`src/rtl/seg_scan_ctrl.sv`:
```
// Scan controller for a multiplexed common-anode 7-segment display.
// Issues one nibble per clk_1k edge and drives the digit select one edge later.
module seg_scan_ctrl #(
    parameter int unsigned NUM_DIG    = 6,
    parameter int unsigned BLINK_HALF = 250
) (
    input  logic                   clk_1k,
    input  logic                   rst_n,
    input  logic                   en,
    input  logic [4*NUM_DIG-1:0]   disp_data,
    input  logic                   disp_load,
    input  logic                   lz_blank,
    input  logic [NUM_DIG-1:0]     blink_mask,
    output logic [3:0]             seg_data,
    output logic [NUM_DIG-1:0]     sel,
    output logic                   frame_start
);

    localparam int unsigned PW = (NUM_DIG > 1) ? $clog2(NUM_DIG) : 1;
    localparam int unsigned CW = (BLINK_HALF > 1) ? $clog2(BLINK_HALF) : 1;
    localparam logic [PW-1:0] PTR_LAST = PW'(NUM_DIG - 1);
    localparam logic [CW-1:0] CNT_LAST = CW'(BLINK_HALF - 1);

    logic [PW-1:0]          ptr_q, ptr_d;
    logic [4*NUM_DIG-1:0]   active_q, active_d;
    logic [4*NUM_DIG-1:0]   pending_q, pending_d;
    logic                   pend_vld_q, pend_vld_d;
    logic [CW-1:0]          blink_cnt_q, blink_cnt_d;
    logic                   blink_ph_q, blink_ph_d;
    logic [3:0]             seg_q, seg_d;
    logic [PW-1:0]          slot_q, slot_d;
    logic                   blank_q, blank_d;
    logic                   fs_q, fs_d;
    logic [NUM_DIG-1:0]     sel_q, sel_d;

    logic [3:0]             nib [NUM_DIG];
    logic [NUM_DIG-1:0]     blank_vec;
    logic                   wrap;
    logic                   cnt_last;
    logic [3:0]             cur_nib;
    logic                   cur_blank;
    logic                   zero_up;

    assign wrap     = en && (ptr_q == PTR_LAST);
    assign cnt_last = (blink_cnt_q == CNT_LAST);

    // Per-digit blanking: leading-zero run from the top digit down, plus blink.
    always_comb begin
        blank_vec = '0;
        zero_up   = 1'b0;
        for (int i = 0; i < NUM_DIG; i++) begin
            nib[i] = active_q[4*i +: 4];
        end
        for (int i = 0; i < NUM_DIG; i++) begin
            zero_up = 1'b1;
            for (int j = 0; j < NUM_DIG; j++) begin
                if (j >= i && nib[j] != 4'h0) begin
                    zero_up = 1'b0;
                end
            end
            blank_vec[i] = (lz_blank && (i != 0) && zero_up)
                         || (blink_ph_q && blink_mask[i]);
        end
    end

    always_comb begin
        cur_nib   = 4'h0;
        cur_blank = 1'b1;
        for (int i = 0; i < NUM_DIG; i++) begin
            if (ptr_q == PW'(i)) begin
                cur_nib   = nib[i];
                cur_blank = blank_vec[i];
            end
        end
    end

    always_comb begin
        ptr_d = ptr_q;
        if (en) begin
            ptr_d = (ptr_q == PTR_LAST) ? '0 : ptr_q + PW'(1);
        end
    end

    // Active only moves at the frame wrap so a frame never mixes two values.
    always_comb begin
        active_d   = active_q;
        pending_d  = pending_q;
        pend_vld_d = pend_vld_q;
        if (disp_load) begin
            pending_d  = disp_data;
            pend_vld_d = 1'b1;
        end
        if (wrap) begin
            pend_vld_d = 1'b0;
            if (disp_load) begin
                active_d = disp_data;
            end else if (pend_vld_q) begin
                active_d = pending_q;
            end
        end
    end

    always_comb begin
        blink_cnt_d = cnt_last ? '0 : blink_cnt_q + CW'(1);
        blink_ph_d  = blink_ph_q ^ cnt_last;
    end

    always_comb begin
        seg_d   = cur_nib;
        slot_d  = ptr_q;
        blank_d = cur_blank || !en;
        fs_d    = en && (ptr_q == '0);
    end

    // Select trails the nibble by one edge to match the encoder register.
    always_comb begin
        sel_d = '1;
        if (!blank_q) begin
            for (int i = 0; i < NUM_DIG; i++) begin
                if (slot_q == PW'(i)) begin
                    sel_d[i] = 1'b0;
                end
            end
        end
    end

    always_ff @(posedge clk_1k or negedge rst_n) begin
        if (!rst_n) begin
            ptr_q       <= '0;
            active_q    <= '0;
            pending_q   <= '0;
            pend_vld_q  <= 1'b0;
            blink_cnt_q <= '0;
            blink_ph_q  <= 1'b0;
            seg_q       <= 4'h0;
            slot_q      <= '0;
            blank_q     <= 1'b1;
            fs_q        <= 1'b0;
            sel_q       <= '1;
        end else begin
            ptr_q       <= ptr_d;
            active_q    <= active_d;
            pending_q   <= pending_d;
            pend_vld_q  <= pend_vld_d;
            blink_cnt_q <= blink_cnt_d;
            blink_ph_q  <= blink_ph_d;
            seg_q       <= seg_d;
            slot_q      <= slot_d;
            blank_q     <= blank_d;
            fs_q        <= fs_d;
            sel_q       <= sel_d;
        end
    end

    assign seg_data    = seg_q;
    assign sel         = sel_q;
    assign frame_start = fs_q;

endmodule

```
`config.mk`:
```
export PLATFORM = sky130hd
export DESIGN_NAME = seg_scan_ctrl
export DESIGN_NICKNAME = d
export VERILOG_FILES = /design/src/rtl/seg_scan_ctrl.sv
export SDC_FILE = /design/constraint.sdc
export NUM_CORES = 1
export LEC_CHECK = 0
export ABC_CLOCK_PERIOD_IN_PS = 3000
export BUFFER_PORTS_ARGS = -buffer_cell sky130_fd_sc_hd__buf_2
export CORE_ASPECT_RATIO = 1.4
export CORE_MARGIN = 8
export CORE_UTILIZATION = 25
export CTS_BUF_LIST = sky130_fd_sc_hd__clkbuf_4 sky130_fd_sc_hd__clkbuf_8
export DETAILED_ROUTE_END_ITERATION = 10
export PLACE_DENSITY = 0.38
export SYNTH_ARGS = -nofsm -noshare
export SYNTH_HDL_FRONTEND = slang
export SYNTH_SLANG_ARGS = --single-unit
```
`constraint.sdc`:
```
create_clock -name clk_1k -period 3 [get_ports clk_1k]
set_input_delay 0 -clock clk_1k [delete_from_list [all_inputs] [get_ports clk_1k]]
set_output_delay 0 -clock clk_1k [all_outputs]
set_load 0.01 [all_outputs]
```
==> results of run 1 <==
-- worst paths after layout --
check / start / to / slack (ns) / cells past startpoint
setup reg to reg: ptr_q[0] / active_q[5] / 0.79 / 4
setup / recovery: ptr_q[0] / active_q[5] / 0.79 / 4
hold / removal: disp_load / pend_vld_q / 0.1 / 3
min in group asynchronous: rst_n / blink_cnt_q[5] / 0.35 / 2
max in group asynchronous: rst_n / pending_q[6] / 2.01 / 2
hold reg to reg: slot_q[0] / sel[2] / 0.49 / 2
-- logic make-up after synthesis --
family / count (synthesis)
mux: 57
flops: 76
xor+xnor: 7
fa+ha+maj: 3
compound gates: 28
simple gates: 58
buf+inv: 14
-- per-stage QoR --
stage               util [%]  hold slack, ns  worst slack, ns  std cells
finish                  31.5          0.0989            0.788        475
global route            31.5          0.0957            0.591        475
CTS                     31.5           0.106            0.700        475
detailed placement      28.1           0.229            0.720        433
global placement        28.1           0.231            0.816        433
floorplan                  -          -0.296             1.17        243
-- registers in the layout, indices dropped and copies added (netlist names) --
name and cells:
slot_q 3, frame_start 1, active_q 24, blank_q 1
pending_q 24, blink_cnt_q 8, seg_data 4, pend_vld_q 1
blink_ph_q 1, sel 6, ptr_q 3
-- layout make-up --
| type | count | area [µm²] |
|---|---|---|
| repair buffers | 74 | 510 |
| flip-flops and latches | 76 | 1910 |
| well taps | 153 | 191 |
| clock buffers | 10 | 131 |
| inverters | 3 | 11.3 |
| multi-input cells | 153 | 1230 |
| fillers | 1328 | 8730 |
| clock inverters | 6 | 41.3 |
-- critical path, cell delays in order (launching register included) --
cell and delay [ns]:
dfrtp_1 0.70, nand2_1 0.22, nor3_4 0.48, buf_4 0.33, mux2_2 0.36
-- layer usage --
metal	vias up	routed length, µm	global-route usage [%]
li1	1012	-	-
met1	1022	3210	10.9
met2	40	3500	15.2
met3	9	278	2.37
met4	0	143	4.87
met5	-	0	0
-- power groups by stage --
stage	combinational (µW)	clock, µW	sequential, µW
2_1_floorplan	716	0	1500
3_3_place_gp	901	0	1600
3_5_place_dp	905	0	1600
4_1_cts	939	727	1580
5_1_grt	1040	760	1630
6_report	913	690	1580
-- layout by cell type (no fill, tap or decap), types with 5 or more instances in the layout --
cell type	count
xor2_1	5
dfrtp_1	69
clkbuf_8	9
a21oi_1	10
nand3_1	8
dfstp_2	7
dlygate4sd3_1	26
nor2_1	16
mux2i_1	5
mux2_2	51
nand2_1	13
buf_2	44
nor4_1	5
==> qor.csv, run 1 <==
metric;value;unit
post_cts_resized;0;
place.gp.congestion;0.739;
p_leak;0.00171;µW
post-route-drc-count;0;
synthArstFlopShare;100;%
fin_nets;355;
required;3.23;ns
max-vdd-ir-drop;0.000184;V
antenna_found_initial;0;
setup_viol;0;
worstPathArrival;2.45;ns
ios;46;
antenna_cells;0;
synth.most_common_cell;dfrtp_1;
ys_types;40;
drv_cap;0;
rows;49;
worst_pin_slew;0.971;ns
fmax;452;MHz
power.density;790;nW/µm²
cts_tree;done;
status;finished, final reports clean;
synth_top_family_by_area;multiplexers;
wire_per_inst;15.0;µm
path_clk_slew;0.08;ns
grt_pass1_wl;12000;µm
dieArea;16800;µm²
ant_nets;0;
min_path_type;in -> reg;
final_area;4020;µm²
muxShareOfSynthArea;19.7;%
drive_gt1_share;38.8;%
end_kind;register;
viasPerCell;4.39;
yosys-top-cells-area;dfrtp_1, mux2_2, dfstp_2;
die-height;150;µm
fin_crit_sh;73.7;%
hold_viol;0;
syn_to_final_growth;24.8;%
finalCriticalPeriod;2.21;ns
cts_max_level;3;
startpoint_type;register;
die_x;112;µm
clock_latency;0.35;ns
max_slew_margin;35.3;%
p_int;2120;µW
cts_setup_buffers;0;
initial_utilization;25.3;%
placed_cell_area;3590;µm²
ys_ff_latch;76;
core_area;12800;µm²
drv_slew;0;
setup-tns-final;0;ns
p_sw_share;33.4;%
rsz0062_at_grt;false;
grt_max_degree;77;
syn-num-nets;281;
ctsHoldBuffers;26;
finClkSkew;0.0126;ns
crit_fanout;15;
vias;2083;
synthAdderAreaFrac;1.16;%
hpwl;5020;µm
grt.total_usage;9.22;%
synthTopCellsByCount;dfrtp_1, mux2_2, nor2_1;
syn_area;3220;µm²
p_switching;1060;µW
routed_wl;7130;µm
dr.pass1.iters;4;
synth_edf_count;0;
combPwrFrac;28.7;%
cts-root-buf;clkbuf_8;
cts_buffers;9;
synth_compound_area_share;5.86;%
synthXorXnorAreaFrac;1.90;%
cts_sinks;76;
grt_pass1_vias;2273;
seq_area_frac_synth;59.3;%
p_clk_share;21.7;%
overflow;0;
yosys.area.top_type;dfrtp_1;
synth_top_area_share;53.6;%
synth_cells;243;
synth-simple-area-share;9.39;%
crit_type;reg -> reg;
p_seq_share;49.6;%
ys_warn_count;0;
ys.flop_type;dfrtp_1;
p_total;3180;µW
syn_avg_cell_area;13.3;µm²
cts_buffer_depth;2;
drt_iter0_drc;54;
port_buffers;45;
Note: power is estimated with default switching activity, not from simulation.
==> run 2: changes to the inputs <==
--- a/config.mk
+++ b/config.mk
@@ -5,14 +5,15 @@
 export SDC_FILE = /design/constraint.sdc
 export NUM_CORES = 1
 export LEC_CHECK = 0
-export ABC_CLOCK_PERIOD_IN_PS = 3000
+export ABC_AREA = 1
+export ABC_CLOCK_PERIOD_IN_PS = 2020
 export BUFFER_PORTS_ARGS = -buffer_cell sky130_fd_sc_hd__buf_2
 export CORE_ASPECT_RATIO = 1.4
 export CORE_MARGIN = 8
 export CORE_UTILIZATION = 25
 export CTS_BUF_LIST = sky130_fd_sc_hd__clkbuf_4 sky130_fd_sc_hd__clkbuf_8
 export DETAILED_ROUTE_END_ITERATION = 10
-export PLACE_DENSITY = 0.38
+export PLACE_DENSITY = 0.4
 export SYNTH_ARGS = -nofsm -noshare
 export SYNTH_HDL_FRONTEND = slang
 export SYNTH_SLANG_ARGS = --single-unit
==> constraint.sdc (replaced) <==
create_clock -name clk_1k -period 2.02 [get_ports clk_1k]
set_input_delay 0 -clock clk_1k [delete_from_list [all_inputs] [get_ports clk_1k]]
set_output_delay 0 -clock clk_1k [all_outputs]
set_load 0.01 [all_outputs]
==> run 2 against run 1 <==
Synthesized cell count up 50%; setup slack worse by 0.41 ns; area after synthesis rose by 5.0%; global-route usage grew 1.0 points; cell count rose by 33%; critical path depth is 3 higher; register-to-register slack got worse by 0.41 ns; non-clock buffer count grew 6; flip-flop and latch count stayed put; sequential power grew 39%; wire length is 15% higher; first-iteration DRC count increased to 3.1 times the previous value.
==> qor.csv, run 2 <==
metric;value;unit;change
status;finished, final reports clean;;
end_kind;register;;
p_int;3310;µW;+56%
grt.total_usage;10.3;%;+1.0 points
setup.worst_path.end;active_q[14];;
p_seq_share;43.8;%;-5.8 points
dieArea;17600;µm²;+4.4%
ys_types;29;;-28%
drv_slew;0;;unchanged
syn_to_final_growth;27.4;%;
setup-tns-final;0;ns;unchanged
final_cell_mix;nand2_1, dfrtp_1, buf_2;;
cts_buffer_depth;2;;unchanged
seq_area_frac_synth;56.4;%;-2.8 points
combPwrFrac;30.4;%;+1.7 points
grt.met1_usage;10.4;%;-0.47 points
cts_sinks;76;;unchanged
place.gp.congestion;0.753;;+1.9%
synthTopCellsByCount;nand2_1, dfrtp_1, inv_1;;
use_met2;18.5;%;+3.4 points
viasPerCell;4.09;;-6.7%
yosys-top-cells-area;dfrtp_1, nand2_1, dfstp_2;;
gr-usage-met3;2.82;%;+0.45 points
p_total;5030;µW;+58%
synthArstFlopShare;100;%;unchanged
die_x;114;µm;+2.1%
fin_crit_sh;81.1;%;+7.3 points
r2r_setup_slack;0.38;ns;-0.41 ns
routed_wl;8190;µm;+15%
die-height;154;µm;+2.2%
min_path_type;in -> reg;;
path_clk_slew;0.08;ns;about the same
cts_tree;done;;
startpoint_type;register;;
clock_latency;0.35;ns;about the same
synth_edf_count;0;;unchanged
synth.most_common_cell;nand2_1;;
syn_area;3390;µm²;+5.0%
drt_iter0_drc;166;;+210%
p_sw_share;34.2;%;+0.85 points
synth_cells;365;;+50%
ant_nets;0;;unchanged
crit_fanout;30;;+15
wire_per_inst;13.0;µm;-14%
finClkSkew;0.00997;ns;-0.00259 ns
worst_pin_slew;0.519;ns;-0.452 ns
overflow;0;;unchanged
crit_start;ptr_q[2];;
p_leak;0.00204;µW;+19%
ys_warn_count;0;;unchanged
antenna_cells;0;;unchanged
top_regs;active_q (24), pending_q (24), blink_cnt_q (8);;
final_util;32.4;%;+0.82 points
ys.flop_type;dfrtp_1;;
hold_viol;0;;unchanged
r2r_end;active_q[14];;
vias;2582;;+24%
rows;50;;+2.0%
cts-root-buf;clkbuf_8;;
drv_cap;0;;unchanged
grt_busiest_layer;met2;;
ios;46;;unchanged
required;2.31;ns;-0.92 ns
final_area;4310;µm²;+7.2%
r2r-start;ptr_q[2];;
core_area;13300;µm²;+4.5%
grt_pass1_wl;13900;µm;+15%
cts_buffers;9;;unchanged
worstPathArrival;1.93;ns;-0.52 ns
finalCriticalPeriod;1.64;ns;-0.575 ns
yosys.area.top_type;dfrtp_1;;
drive_gt1_share;27.2;%;-12 points
whs;0.0799;ns;-0.0190 ns
placed_cell_area;3820;µm²;+6.5%
grt_max_degree;39;;-49%
reg2regPathDepth;7;;+3
final_common_cell;nand2_1;;
post_cts_resized;0;;unchanged
port_buffers;45;;unchanged
ys_ff_latch;76;;unchanged
setup_viol;0;;unchanged
post-route-drc-count;0;;unchanged
antenna_found_initial;0;;unchanged
initial_utilization;25.4;%;+0.12 points
power.density;1170;nW/µm²;+48%
fmax;611;MHz;+35%
dr.pass1.iters;4;;unchanged
grt_pass1_vias;2792;;+23%
crit_type;reg -> reg;;
p_clk_share;25.8;%;+4.1 points
p_switching;1720;µW;+62%
fin_nets;482;;+36%
max-vdd-ir-drop;0.000324;V;+76%
synth_top_area_share;51.0;%;-2.6 points
cts_max_level;3;;unchanged
syn-num-nets;403;;+43%
syn_avg_cell_area;9.28;µm²;-30%
rsz0062_at_grt;false;;
max_slew_margin;65.4;%;+30 points
hpwl;6120;µm;+22%
## run 2: cell types whose count changed after synthesis, sizes merged, moves of 4 or more
cell | previous run | this run
o221ai | 4 | 0
nor4 | 5 | 1
clkbuf | 2 | 8
nor2 | 16 | 23
o21ai | 2 | 33
nand3 | 8 | 15
a21oi | 10 | 23
inv | 2 | 38
mux2 | 52 | 0
mux2i | 5 | 0
a22oi | 4 | 0
nor2b | 4 | 0
nand2 | 13 | 122
buf | 9 | 4
## run 2: layout make-up
class | count | area [µm²]
Clock buffer | 11 | 145
Clock inverter | 5 | 75.1
Fill cell | 1422 | 9010
Inverter | 39 | 146
Multi-Input combinational cell | 238 | 1220
Sequential cell | 76 | 1910
Tap cell | 182 | 228
Timing Repair Buffer | 80 | 583
## run 2: how the worst min path moves through the flow
stage | depth (start not counted) | start | end
6_report | 5 | lz_blank | blank_q
5_1_grt | 3 | disp_load | pending_q[3]
4_1_cts | 3 | disp_load | pending_q[14]
3_5_place_dp | 1 | rst_n | pending_q[0]
3_3_place_gp | 1 | rst_n | pending_q[4]
2_1_floorplan | 0 | rst_n | active_q[0]
## run 2: timing repair
item / CTS / global route
hold buffers: 27 / 0
buffers inserted: 0 / 0
endpoints found under the hold margin: 79 / 0
## run 2: cell families after synthesis
family	after synthesis	share of synthesized area (%)
AO/OA/AOI/OAI	66	12.4
XOR/XNOR	2	0.517
adder cells (fa/ha/maj)	3	1.11
buffers and inverters	51	7.39
flip-flops	76	56.4
AND/OR/NAND/NOR	167	22.1
## run 2: power groups by stage
stage	Sequential, µW	Combinational [µW]	Clock, µW
after floorplan	2200	1070	0
after CTS	2210	1570	1340
after global placement	2230	1520	0
after detailed placement	2240	1520	0
final	2200	1530	1300
after global routing	2260	1750	1410
## run 2: through the flow
| step | worst slack [ns] | cells |
|---|---|---|
| finish | 0.382 | 631 |
| global placement | 0.361 | 588 |
| detailed placement | 0.361 | 588 |
| global route | 0.241 | 631 |
| CTS | 0.342 | 631 |
| floorplan | 0.623 | 365 |
## run 2: per-layer routing
metal | up-vias | share of wire, %
li1 | 1324 | -
met1 | 1204 | 39
met2 | 40 | 55
met3 | 14 | 3.8
met4 | 0 | 2.4
met5 | - | 0
## run 2: worst max-delay path: stages, from the launching register on
cell     delay (ns)
dfrtp_1        0.44
inv_2          0.09
nor3_4         0.21
nand2_4        0.08
nor2_4         0.31
buf_12         0.28
nand2_2        0.09
o21ai_2        0.06
